==> config.mk <==
export PLATFORM = sky130hd
export DESIGN_NAME = tisc_wbvio_master
export DESIGN_NICKNAME = d
export VERILOG_FILES = /design/src/rtl/tisc_wbvio_master.sv
export SDC_FILE = /design/constraint.sdc
export NUM_CORES = 1
export LEC_CHECK = 0
export CAP_MARGIN = 15
export CORE_MARGIN = 2
export CORE_UTILIZATION = 26
export DETAILED_ROUTE_END_ITERATION = 12
export SLEW_MARGIN = 10
export SYNTH_ARGS = -nofsm -noshare
export SYNTH_HDL_FRONTEND = slang
export SYNTH_SLANG_ARGS = --single-unit
export TNS_END_PERCENT = 20
==> constraint.sdc <==
create_clock -name clk_i -period 3.6 [get_ports clk_i]
set_input_delay 1.08 -clock clk_i [delete_from_list [all_inputs] [get_ports clk_i]]
set_output_delay 1.08 -clock clk_i [all_outputs]
set_load 0.05 [all_outputs]
==> src/rtl/tisc_wbvio_master.sv <==
// Single-transaction WISHBONE master for the wbvio slave port.
// Runs one classic cycle per command with bus timeout and bounded retry.
module tisc_wbvio_master #(
    parameter int TIMEOUT   = 1024,
    parameter int MAX_RETRY = 3
) (
    input  logic        clk_i,
    input  logic        rst_i,
    input  logic        go_i,
    input  logic        cmd_we_i,
    input  logic [20:0] cmd_adr_i,
    input  logic [31:0] cmd_dat_i,
    input  logic [3:0]  cmd_sel_i,
    output logic        busy_o,
    output logic        done_o,
    output logic [1:0]  status_o,
    output logic [31:0] rdata_o,
    output logic        cyc_o,
    output logic        stb_o,
    output logic        we_o,
    output logic [20:0] adr_o,
    output logic [31:0] dat_o,
    output logic [3:0]  sel_o,
    input  logic        ack_i,
    input  logic        err_i,
    input  logic        rty_i,
    input  logic [31:0] dat_i
);

    localparam int TW = $clog2(TIMEOUT);
    localparam int RW = (MAX_RETRY > 0) ? $clog2(MAX_RETRY + 1) : 1;
    localparam logic [TW-1:0] TMO_LAST = TW'(TIMEOUT - 1);
    localparam logic [RW-1:0] RTY_LAST = RW'(MAX_RETRY);

    localparam logic [1:0] ST_ACK = 2'b00;
    localparam logic [1:0] ST_ERR = 2'b01;
    localparam logic [1:0] ST_TMO = 2'b10;
    localparam logic [1:0] ST_RTY = 2'b11;

    typedef enum logic [1:0] {
        IDLE,
        BUS,
        GAP,
        DONE
    } state_t;

    state_t        state, state_n;
    logic [TW-1:0] tmo_cnt, tmo_n;
    logic [RW-1:0] retry_cnt, retry_n;
    logic [1:0]    status_n;
    logic [31:0]   rdata_n;
    logic          latch;
    logic          we_r;
    logic          we_n;

    always_comb begin
        state_n  = state;
        tmo_n    = tmo_cnt;
        retry_n  = retry_cnt;
        status_n = status_o;
        rdata_n  = rdata_o;
        latch    = 1'b0;
        unique case (state)
            IDLE, DONE: begin
                state_n = IDLE;
                if (go_i) begin
                    latch   = 1'b1;
                    tmo_n   = '0;
                    retry_n = '0;
                    state_n = BUS;
                end
            end
            BUS: begin
                if (ack_i) begin
                    if (!we_r) begin
                        rdata_n = dat_i;
                    end
                    status_n = ST_ACK;
                    state_n  = DONE;
                end else if (err_i) begin
                    status_n = ST_ERR;
                    state_n  = DONE;
                end else if (rty_i) begin
                    if (retry_cnt == RTY_LAST) begin
                        status_n = ST_RTY;
                        state_n  = DONE;
                    end else begin
                        retry_n = retry_cnt + 1'b1;
                        state_n = GAP;
                    end
                end else if (tmo_cnt == TMO_LAST) begin
                    status_n = ST_TMO;
                    state_n  = DONE;
                end else begin
                    tmo_n = tmo_cnt + 1'b1;
                end
            end
            GAP: begin
                tmo_n   = '0;
                state_n = BUS;
            end
            default: begin
                state_n = IDLE;
            end
        endcase
    end

    // Direction bit is kept internally so we_o can drop with cyc_o.
    assign we_n = latch ? cmd_we_i : we_r;

    always_ff @(posedge clk_i) begin
        if (rst_i) begin
            state     <= IDLE;
            tmo_cnt   <= '0;
            retry_cnt <= '0;
            we_r      <= 1'b0;
            adr_o     <= '0;
            dat_o     <= '0;
            sel_o     <= '0;
            status_o  <= '0;
            rdata_o   <= '0;
            cyc_o     <= 1'b0;
            stb_o     <= 1'b0;
            we_o      <= 1'b0;
            busy_o    <= 1'b0;
            done_o    <= 1'b0;
        end else begin
            state     <= state_n;
            tmo_cnt   <= tmo_n;
            retry_cnt <= retry_n;
            status_o  <= status_n;
            rdata_o   <= rdata_n;
            we_r      <= we_n;
            if (latch) begin
                adr_o <= cmd_adr_i;
                dat_o <= cmd_dat_i;
                sel_o <= cmd_sel_i;
            end
            cyc_o  <= (state_n == BUS);
            stb_o  <= (state_n == BUS);
            we_o   <= (state_n == BUS) && we_n;
            busy_o <= (state_n == BUS) || (state_n == GAP);
            done_o <= (state_n == DONE);
        end
    end

endmodule

# Word-level counts from Yosys, hierarchy flattened
# Cells that the tools add are included.
[totals] register_bits=110 inputBits=96 out_inout_bits=96 wordCells=69
[op_classes] add_sub_neg=2 eq_ne=16 muxes=27 bitwise_logic=1 n_reduce_logical=10
[op_table] op="$mux W10" n=5
[op_table] op="$pmux W10 S3" n=1
[op_table] op="$mux W2" n=14
[op_table] op="$ne A2 B2 Y1 const B" n=7
[op_table] op="$add A10 B1 Y10 const B" n=1
[op_table] op="$eq A10 B10 Y1 const B" n=1
[op_table] op="$eq A2 B2 Y1 const B" n=5
[op_table] op="$pmux W2 S3" n=1
[op_table] op="$reduce_and A3 Y1" n=2
[op_table] op="$reduce_and A6 Y1" n=1
[op_table] op="$mux W1" n=5
[op_table] op="$reduce_and A5 Y1" n=1
[op_table] op="$eq A2 B1 Y1 const B" n=2
[op_table] op="$ne A4 B3 Y1 const B" n=1
[op_table] op="$pmux W2 S2" n=1
[op_table] op="$reduce_bool A4 Y1" n=1
[op_table] op="$add A2 B1 Y2 const B" n=1
[op_table] op="$logic_not A2 Y1" n=1
[op_table] op="$reduce_bool A2 Y1" n=1
[op_table] op="$reduce_or A2 Y1" n=1
[op_table] op="$logic_and A1 B1 Y1" n=1
[op_table] op="$logic_or A1 B1 Y1" n=1
[op_table] op="$not A1 Y1" n=1

# Depth between registers and ports, before layout
# Gate-level depths: netlist (run 1).
[depth] word_depth=8 ltp_mapped=8

# Worst setup path after synthesis (run 1)
# OpenSTA, ideal clock, no wires.
[synth_timing] kind="input -> register" from="input port ack_i" to="register busy_o" setup_ns=0.128 arrival_ns=2.228 required_ns=3.472 setup_slack_ns=1.245 cell_stages=6 path_buffers=0 path_cell_list="nor4b_1 -> nor2_1 -> a211oi_1 -> nor2_1 -> ha_1 -> nor2_1"
[synth_between] elab_chain_len=4 elab_cells_between_ends=5
[synth_lines] item="from (decl)" line_no="24" text="input logic ack_i,"
[synth_lines] item="$mux W2 (*)" line_no="74" text="if (ack_i) begin"
[synth_lines] item="$pmux W2 S3 (*)" line_no="63" text="unique case (state)"
[synth_lines] item="via state_n[0]" line_no="47" text="state_t state, state_n;"
[synth_lines] item="$eq A2 B1 Y1 or $eq A2 B2 Y1 (tied branches)" line_no="142" text="busy_o <= (state_n == BUS) || (state_n == GAP);"
[synth_lines] item="$logic_or A1 B1 Y1 (*)" line_no="142"
[synth_lines] item="to (signal assigned)" line_no="142"
[synth_lines] item="to (decl)" line_no="14" text="output logic busy_o,"
# Mark *: on every way through the listed nets, which the timed path passes. The rest lies on a longest branch.
# A chain may end at the register's enable or synchronous reset.

# Final worst setup path (run 1)
# Same ends and word-level chain as after synthesis.

==> results_tabular.tex, run 1 <==
\begin{tabular}{lr}
\hline
Metric & Value \\
\hline
\multicolumn{2}{l}{\textbf{Setup path}} \\
\quad Startpoint type of the worst setup path & primary input \\
\quad Maximum fanout along the worst path & 7 \\
\quad Worst path max stage delay & between 500 and 600 ps \\
\quad Cell Chain, Critical Path & clkdlybuf4s50\_1 > nor4b\_1 > nor2\_1 > a211oi\_1 > nor2\_1 > ha\_1 > nor2\_1 \\
\quad Startpoint of the worst-slack reg-to-reg timing path & state[1] \\
\quad Top cell family by delay on the critical path & simple AND/OR/NAND/NOR gates \\
\quad R2R Setup Slk & $\sim$1500 ps \\
\quad Worst reg2reg path endpoint & rdata\_o[18] \\
\quad Crit path top cell by count & sky130\_fd\_sc\_hd\_\_nor2\_1 \\
\quad CP Data Required Time & approximately 3800 ps \\
\quad WS Path Type & primary input to flop \\
\quad Slowest cell on the critical path & sky130\_fd\_sc\_hd\_\_clkdlybuf4s50\_1 \\
\quad Path depth of the worst reg2reg path & 7 \\
\quad CP Capture Type & flop \\
\quad Buffers \& Inverters on Critical Path & 1 \\
\quad Crit path DAT & $\sim$3100 ps \\
\multicolumn{2}{l}{\textbf{Yosys}} \\
\quad Top post-synthesis cells by area & sky130\_fd\_sc\_hd\_\_dfxtp\_1 53\%, sky130\_fd\_sc\_hd\_\_nand2\_1 17\%, sky130\_fd\_sc\_hd\_\_a21oi\_1 12\%, sky130\_fd\_sc\_hd\_\_clkbuf\_1 1.9\%, sky130\_fd\_sc\_hd\_\_ha\_1 1.8\% \\
\quad Number of enable-type register cells in the synthesized netlist & 0 \\
\quad Library cells used by synthesis & 41 \\
\quad Cell taking the most area after synthesis & sky130\_fd\_sc\_hd\_\_dfxtp\_1 \\
\quad Fraction of post-synthesis cell area in the top cell type by area & 0.533 \\
\quad Yosys warns & 0 \\
\quad Register area share after synthesis & 0.533 \\
\quad Synth Flop Type & sky130\_fd\_sc\_hd\_\_dfxtp\_1 \\
\quad Cell Area, Synth & about 0.0041 mm\^{}2 \\
\quad Syn\_area\_per\_cell & approximately 8.0 um\^{}2 \\
\quad Number of synthesized register bits & 110 \\
\quad Synthesized instance count & between 500 and 600 \\
\quad FFs w/ async S/R, synth & 0 \\
\quad Post-synth net total & 616 \\
\multicolumn{2}{l}{\textbf{GRT}} \\
\quad Wire length of the first global-routing pass & around 19000 um \\
\quad Antenna violations before repair & 0 \\
\quad Total global routing track utilization & 0.138 \\
\quad Total overflow reported by the global router & 0 \\
\quad Via count of the first global-routing pass & between 3000 and 4000 \\
\quad Largest net degree at the start of global routing & 53 \\
\multicolumn{2}{l}{\textbf{Clocking}} \\
\quad Root buffer selected by CTS & sky130\_fd\_sc\_hd\_\_clkbuf\_16 \\
\quad Post\_cts resized & 0 \\
\quad Number of buffers added by the clock tree synthesis step & 9 \\
\quad Clock latency on the worst-skew pair & around 350 ps \\
\quad Hold buffer count at CTS & 0 \\
\quad Number of clock sinks seen by CTS & 110 \\
\quad Max H-tree Level & 3 \\
\quad Post-CTS setup buffers & 0 \\
\quad CTS tree & done \\
\quad Clock-pin slew on the worst setup and hold paths & approximately 80 ps \\
\quad Maximum clock path buffer count & 2 \\
\multicolumn{2}{l}{\textbf{Timing}} \\
\quad Slew Limit Fails & 0 \\
\quad Setup violators final & 0 \\
\quad Total Neg Setup Slack & 0 ps \\
\quad RSZ-0062 raised after global routing & false \\
\quad Final number of hold-violating endpoints & 0 \\
\quad Fmax & roughly 350 MHz \\
\quad Worst-Margin Slew & 640 ps \\
\quad Post-route fraction of the period consumed by the critical path & 0.792 \\
\quad Clock period minus final worst setup slack & roughly 2900 ps \\
\quad Clk\_skew & around 11 ps \\
\quad Relative slew slack & 0.570 \\
\quad Final worst slack & approximately 750 ps \\
\multicolumn{2}{l}{\textbf{Floorplan}} \\
\quad Starting utilization of the core area & 0.263 \\
\quad Placeable core region & around 0.016 mm\^{}2 \\
\quad Number of top-level pins & roughly 190 \\
\quad Floorplan die height & 130 um \\
\quad Cell row count & 46 \\
\quad Die width & roughly 130 um \\
\quad Area of the die & 0.0169 mm\^{}2 \\
\multicolumn{2}{l}{\textbf{Power}} \\
\quad Power density over cell area & 527 mW/mm\^{}2 \\
\quad Power share of the combinational group & 0.288 \\
\quad Static leakage & roughly 2.3 nW \\
\quad Peak supply drop & just over 0.0003 V \\
\quad Switching share of power & 0.336 \\
\quad Total power of the final layout & between 3 and 4 mW \\
\quad Power dissipated by switching net loads & $\sim$1.2 mW \\
\quad Int Power & about 2.3 mW \\
\quad Part of the power in the clock network & 0.315 \\
\quad Sequential share of power & 0.397 \\
\multicolumn{2}{l}{\textbf{Detailed routing}} \\
\quad Total wire length after detailed routing & about 12000 um \\
\quad Routed vias & about 4000 \\
\quad DRC violations left & 0 \\
\quad Antenna-violating nets left & 0 \\
\quad Via density per instance & around 4.5 \\
\quad Drt first pass iters & 6 \\
\quad 1st-iter DRT viols & 167 \\
\quad Post-DR wirelength/cell & between 10 and 15 um \\
\multicolumn{2}{l}{\textbf{Placed design}} \\
\quad Number of port buffers & $\sim$190 \\
\quad Dpl ws & 411 ps \\
\quad Final estimated routing congestion in global placement & 0.779 \\
\quad Post-detailed-placement half-perimeter wirelength & $\sim$8500 um \\
\multicolumn{2}{l}{\textbf{Cells and area}} \\
\quad Most frequent standard cell in the layout excluding fill and tap cells & sky130\_fd\_sc\_hd\_\_clkdlybuf4s50\_1 \\
\quad Fraction of final layout cells sized beyond drive strength 1 & 0.0476 \\
\quad Number of nets in the final layout & about 790 \\
\quad Commonest cells after routing, fill and taps aside & 190 x sky130\_fd\_sc\_hd\_\_clkdlybuf4s50\_1, 187 x sky130\_fd\_sc\_hd\_\_nand2\_1, 110 x sky130\_fd\_sc\_hd\_\_dfxtp\_1, 101 x sky130\_fd\_sc\_hd\_\_a21oi\_1 \\
\quad Count of antenna diodes in the layout & 0 \\
\quad Area overhead of the layout relative to synthesis & 58.6\% \\
\multicolumn{2}{l}{\textbf{Worst hold path}} \\
\quad Worst hold path stage count & 2 \\
\quad Endpoint of the worst hold path & dat\_o[0] \\
\quad Worst hold-check path type & flop to flop \\
\quad Startpoint of the lowest-slack hold path & dat\_o[0] \\
\multicolumn{2}{l}{\textbf{Job}} \\
\quad Number of maximum-capacitance constraint violations & 0 \\
\multicolumn{2}{l}{\textbf{Outcome}} \\
\quad Outcome & finished, final reports clean \\
\hline
\end{tabular}
## cells by family (layout without fill, tap and decap cells)
logic type,after synthesis,count (layout),share of synthesized area
compound gates,126,126,0.168
xor+xnor,1,1,0.00212
fa+ha+maj,6,6,0.0182
buf+inv,41,221,0.0433
flops,110,110,0.533
mux,1,1,0.00242
simple gates,229,229,0.233
## flip-flops by register name, indices dropped and copies added, names as in the netlist
signal	cells
dat_o	32
rdata_o	32
adr_o	21
tmo_cnt	10
sel_o	4
retry_cnt	2
state	2
status_o	2
busy_o	1
done_o	1
stb_o	1
we_o	1
we_r	1
## Yosys cell counts, drive strengths merged, types with 2 or more instances
library cell / number
o311ai: 2
or3: 3
buf: 11
nand4: 3
nor3: 4
and2: 2
o21ai: 10
dfxtp: 110
inv: 7
nor2: 8
nand2: 188
ha: 6
and4: 3
clkbuf: 22
o31ai: 6
nand3: 6
a21oi: 101
or4: 6
a41o: 2
nor2b: 2
## worst max-delay path by stage
stage               start  endpoint  cells past startpoint
floorplan           ack_i    busy_o                      6
global placement    ack_i    busy_o                      7
detailed placement  ack_i     stb_o                      7
CTS                 ack_i    busy_o                      7
global route        ack_i     stb_o                      7
finish              ack_i    busy_o                      7
## cell type report
type / instances / area [um^2]
clock inverter: 7 / 103
sequential: 110 / 2200
timing repair buffer: 198 / 1970
fill: 1549 / 9160
multi-input combinational: 363 / 1760
inverter: 7 / 26.3
clock buffer: 9 / 225
tap: 216 / 270
## worst register-to-register path, cell delays in order, from the launching register on
cell,delay (ps)
sky130_fd_sc_hd__dfxtp_1,330
sky130_fd_sc_hd__inv_1,60
sky130_fd_sc_hd__ha_1,420
sky130_fd_sc_hd__inv_1,210
sky130_fd_sc_hd__or3_1,540
sky130_fd_sc_hd__buf_8,230
sky130_fd_sc_hd__nand2_1,90
sky130_fd_sc_hd__a21oi_1,60
## stage by stage
| step | cell area, um^2 | hold slack, ps | std cells | util |
|---|---|---|---|---|
| after detailed placement | 6210 | 445 | 893 | 0.396 |
| after global placement | 6210 | 441 | 893 | 0.396 |
| after floorplan | 4130 | 453 | 514 | - |
| after global routing | 6560 | 472 | 910 | 0.417 |
| after CTS | 6540 | 456 | 909 | 0.416 |
| final | 6560 | 452 | 910 | 0.417 |
## power groups by stage
stage	Combinational, mW	Sequential, mW	Clock (mW)
floorplan	0.287	1.73	0
global placement	0.987	1.39	0
detailed placement	0.998	1.40	0
CTS	1.00	1.37	1.13
global route	1.07	1.38	1.17
finish	0.995	1.37	1.09
## layer usage
layer | up-vias | GRT usage | routed length (um)
met4 | 0 | 0.0582 | 229
met2 | 154 | 0.227 | 5480
met3 | 17 | 0.0615 | 1250
li1 | 2067 | - | -
met5 | - | 0 | 0
met1 | 1815 | 0.157 | 5000
Power figures use the tool's default switching activity.
==> inputs of run 2 (changes only) <==
==> constraint.sdc (replaced) <==
create_clock -name clk_i -period 2.62 [get_ports clk_i]
set_input_delay 0.786 -clock clk_i [delete_from_list [all_inputs] [get_ports clk_i]]
set_output_delay 0.786 -clock clk_i [all_outputs]
set_load 0.05 [all_outputs]
==> results_tabular.tex, run 2 (synthesis results as in run 1) <==
\begin{tabular}{lr}
\hline
Metric & Value \\
\hline
\multicolumn{2}{l}{\textbf{Cells and area}} \\
\quad Area overhead of the layout relative to synthesis & 59.4\% (was 58.6\%) \\
\quad Biggest regs & dat\_o x32, rdata\_o x32, adr\_o x21 (unchanged) \\
\quad Filler cells & 1541 (was 1549) \\
\quad Fraction of final layout cells sized beyond drive strength 1 & 0.0515 (was 0.0476) \\
\quad Most frequent standard cell in the layout excluding fill and tap cells & sky130\_fd\_sc\_hd\_\_clkdlybuf4s50\_1 (unchanged) \\
\quad Number of nets in the final layout & 799 (was 791) \\
\quad Count of antenna diodes in the layout & 0 (unchanged) \\
\quad Commonest cells after routing, fill and taps aside & 190 x sky130\_fd\_sc\_hd\_\_clkdlybuf4s50\_1, 187 x sky130\_fd\_sc\_hd\_\_nand2\_1, 110 x sky130\_fd\_sc\_hd\_\_dfxtp\_1, 101 x sky130\_fd\_sc\_hd\_\_a21oi\_1, 12 x sky130\_fd\_sc\_hd\_\_buf\_4 (was 190 x sky130\_fd\_sc\_hd\_\_clkdlybuf4s50\_1, 187 x sky130\_fd\_sc\_hd\_\_nand2\_1, 110 x sky130\_fd\_sc\_hd\_\_dfxtp\_1, 101 x sky130\_fd\_sc\_hd\_\_a21oi\_1) \\
\multicolumn{2}{l}{\textbf{Placed design}} \\
\quad Post-detailed-placement half-perimeter wirelength & 8540 um (about the same) \\
\quad Final estimated routing congestion in global placement & 0.836 (was 0.779) \\
\quad Number of port buffers & 191 (unchanged) \\
\multicolumn{2}{l}{\textbf{Detailed routing}} \\
\quad Via density per instance & 4.49 (was 4.45) \\
\quad Routed vias & 4105 (was 4053) \\
\quad Post-DR wirelength/cell & 13.0 um (was 13.1 um) \\
\quad Total wire length after detailed routing & 11900 um (was 12000 um) \\
\quad Antenna-violating nets left & 0 (unchanged) \\
\quad DRC violations left & 0 (unchanged) \\
\quad Drt first pass iters & 4 (was 6) \\
\quad 1st-iter DRT viols & 132 (was 167) \\
\multicolumn{2}{l}{\textbf{Clocking}} \\
\quad Root buffer selected by CTS & sky130\_fd\_sc\_hd\_\_clkbuf\_16 (unchanged) \\
\quad Number of clock sinks seen by CTS & 110 (unchanged) \\
\quad Post\_cts resized & 0 (unchanged) \\
\quad Maximum clock path buffer count & 2 (unchanged) \\
\quad Clock latency on the worst-skew pair & 350 ps (about the same) \\
\quad Post-CTS setup buffers & 0 (unchanged) \\
\quad Hold buffer count at CTS & 0 (unchanged) \\
\quad Clock-pin slew on the worst setup and hold paths & 70 ps (was 80 ps) \\
\quad CTS tree & done (unchanged) \\
\quad Number of buffers added by the clock tree synthesis step & 9 (unchanged) \\
\quad Max H-tree Level & 3 (unchanged) \\
\multicolumn{2}{l}{\textbf{Timing}} \\
\quad Worst-Margin Slew & 560 ps (was 640 ps) \\
\quad Fmax & approximately 430 MHz \\
\quad Final number of hold-violating endpoints & 0 (unchanged) \\
\quad Slew Limit Fails & 0 (unchanged) \\
\quad Post-route fraction of the period consumed by the critical path & 0.886 \\
\quad Clk\_skew & 7.01 ps (was 11.0 ps) \\
\quad RSZ-0062 raised after global routing & false (unchanged) \\
\quad Clock period minus final worst setup slack & 2320 ps \\
\quad Final Hold Slack & 453 ps (was 452 ps) \\
\quad Relative slew slack & 0.627 (was 0.570) \\
\quad Setup violators final & 0 (unchanged) \\
\multicolumn{2}{l}{\textbf{Floorplan}} \\
\quad Placeable core region & 0.0157 mm\^{}2 (unchanged) \\
\quad Die width & 130 um (unchanged) \\
\quad Starting utilization of the core area & 0.263 (unchanged) \\
\quad Floorplan die height & 130 um (unchanged) \\
\quad Area of the die & 0.0169 mm\^{}2 (unchanged) \\
\quad Cell row count & 46 (unchanged) \\
\quad Number of top-level pins & 192 (unchanged) \\
\multicolumn{2}{l}{\textbf{Setup path}} \\
\quad CP Data Required Time & 1830 ps (was 3820 ps) \\
\quad Worst path max stage delay & 840 ps (was 540 ps) \\
\quad Maximum fanout along the worst path & 2 (was 7) \\
\quad Startpoint type of the worst setup path & flop (was primary input) \\
\quad Crit path DAT & 1530 ps (was 3080 ps) \\
\quad Top cell family by delay on the critical path & buffers and inverters (was simple AND/OR/NAND/NOR gates) \\
\quad WS Path Type & flop to output pin (was primary input to flop) \\
\quad Buffers \& Inverters on Critical Path & 1 (unchanged) \\
\quad Cell Chain, Critical Path & clkdlybuf4s50\_1 (was clkdlybuf4s50\_1 > nor4b\_1 > nor2\_1 > a211oi\_1 > nor2\_1 > ha\_1 > nor2\_1) \\
\quad CP Capture Type & output pin (was flop) \\
\quad Slowest cell on the critical path & sky130\_fd\_sc\_hd\_\_clkdlybuf4s50\_1 (unchanged) \\
\multicolumn{2}{l}{\textbf{GRT}} \\
\quad Wire length of the first global-routing pass & 18600 um (about the same) \\
\quad Largest net degree at the start of global routing & 55 (was 53) \\
\quad Antenna violations before repair & 0 (unchanged) \\
\quad Total global routing track utilization & 0.139 (was 0.138) \\
\quad Via count of the first global-routing pass & 3900 (was 3903) \\
\quad Total overflow reported by the global router & 0 (unchanged) \\
\multicolumn{2}{l}{\textbf{Power}} \\
\quad Peak supply drop & 0.000350 V (was 0.000303 V) \\
\quad Power density over cell area & 686 mW/mm\^{}2 (was 527 mW/mm\^{}2) \\
\quad Static leakage & 2.34 nW (was 2.32 nW) \\
\quad Total power of the final layout & 4.52 mW (was 3.45 mW) \\
\multicolumn{2}{l}{\textbf{Worst hold path}} \\
\quad Worst hold-check path type & flop to flop (unchanged) \\
\multicolumn{2}{l}{\textbf{Job}} \\
\quad Number of maximum-capacitance constraint violations & 0 (unchanged) \\
\multicolumn{2}{l}{\textbf{Outcome}} \\
\quad Outcome & finished, final reports clean (unchanged) \\
\hline
\end{tabular}
==> run 2: worst reg2reg max path: stages, from the launching register on <==
cell,delay (ps)
sky130_fd_sc_hd__dfxtp_1,350
sky130_fd_sc_hd__inv_1,50
sky130_fd_sc_hd__ha_1,340
sky130_fd_sc_hd__inv_1,230
sky130_fd_sc_hd__nor2_1,90
sky130_fd_sc_hd__a211oi_1,320
sky130_fd_sc_hd__nor2_1,120
sky130_fd_sc_hd__ha_1,200
sky130_fd_sc_hd__nor2b_1,130
==> run 2: cell type report <==
type                       instances  area (um^2)  share of cell area
sequential                       110         2200               0.334
timing repair buffer             206         2070               0.315
clock inverter                     1         8.76             0.00133
multi-input combinational        363         1760               0.267
clock buffer                      12          246              0.0374
tap                              216          270              0.0410
inverter                           7         26.3             0.00399
==> run 2: through the flow <==
step           instance area, um^2  TNS (ps)  instances  setup WS [ps]   util
6_report                      6590         0        915            300  0.419
5_1_grt                       6590         0        915            120  0.419
4_1_cts                       6590         0        915            280  0.419
3_5_place_dp                  6330     -96.2        902          -33.8  0.403
3_3_place_gp                  6330     -14.2        902          -13.1  0.403
2_1_floorplan                 4130         0        514            559      -
==> run 2: worst paths after layout <==
check	slack (ps)	from	end	cells past startpoint
worst max-delay path	300	adr_o[13]	adr_o[13]	1
worst min-delay path	450	dat_o[21]	dat_o[21]	2
worst max register to register	660	state[1]	stb_o	8
worst min register to register	450	dat_o[21]	dat_o[21]	2
==> run 2: layer usage <==
| layer | share of wire | vias to the layer above | track usage | wire [um] |
|---|---|---|---|---|
| met3 | 0.11 | 17 | 0.0627 | 1260 |
| met1 | 0.41 | 1853 | 0.159 | 4860 |
| met2 | 0.47 | 160 | 0.228 | 5550 |
| met4 | 0.018 | 0 | 0.0550 | 208 |
| met5 | 0 | - | 0 | 0 |
| li1 | - | 2075 | - | - |
==> run 2: report_power, final <==
part	total (mW)	internal (mW)	leakage, nW	switching (mW)
sequential	1.88	1.81	0.898	0.0704
combinational	1.40	0.517	1.31	0.882
clock	1.24	0.658	0.125	0.582
==> inputs of run 3 (changes only) <==
--- a/config.mk
+++ b/config.mk
@@ -8,6 +8,7 @@
 export CAP_MARGIN = 15
 export CORE_MARGIN = 2
 export CORE_UTILIZATION = 26
+export CTS_CLUSTER_SIZE = 10
 export DETAILED_ROUTE_END_ITERATION = 12
 export SLEW_MARGIN = 10
 export SYNTH_ARGS = -nofsm -noshare
==> results of run 3 <==
Same layout as run 2: the final DEF is identical, and so are final timing and power.
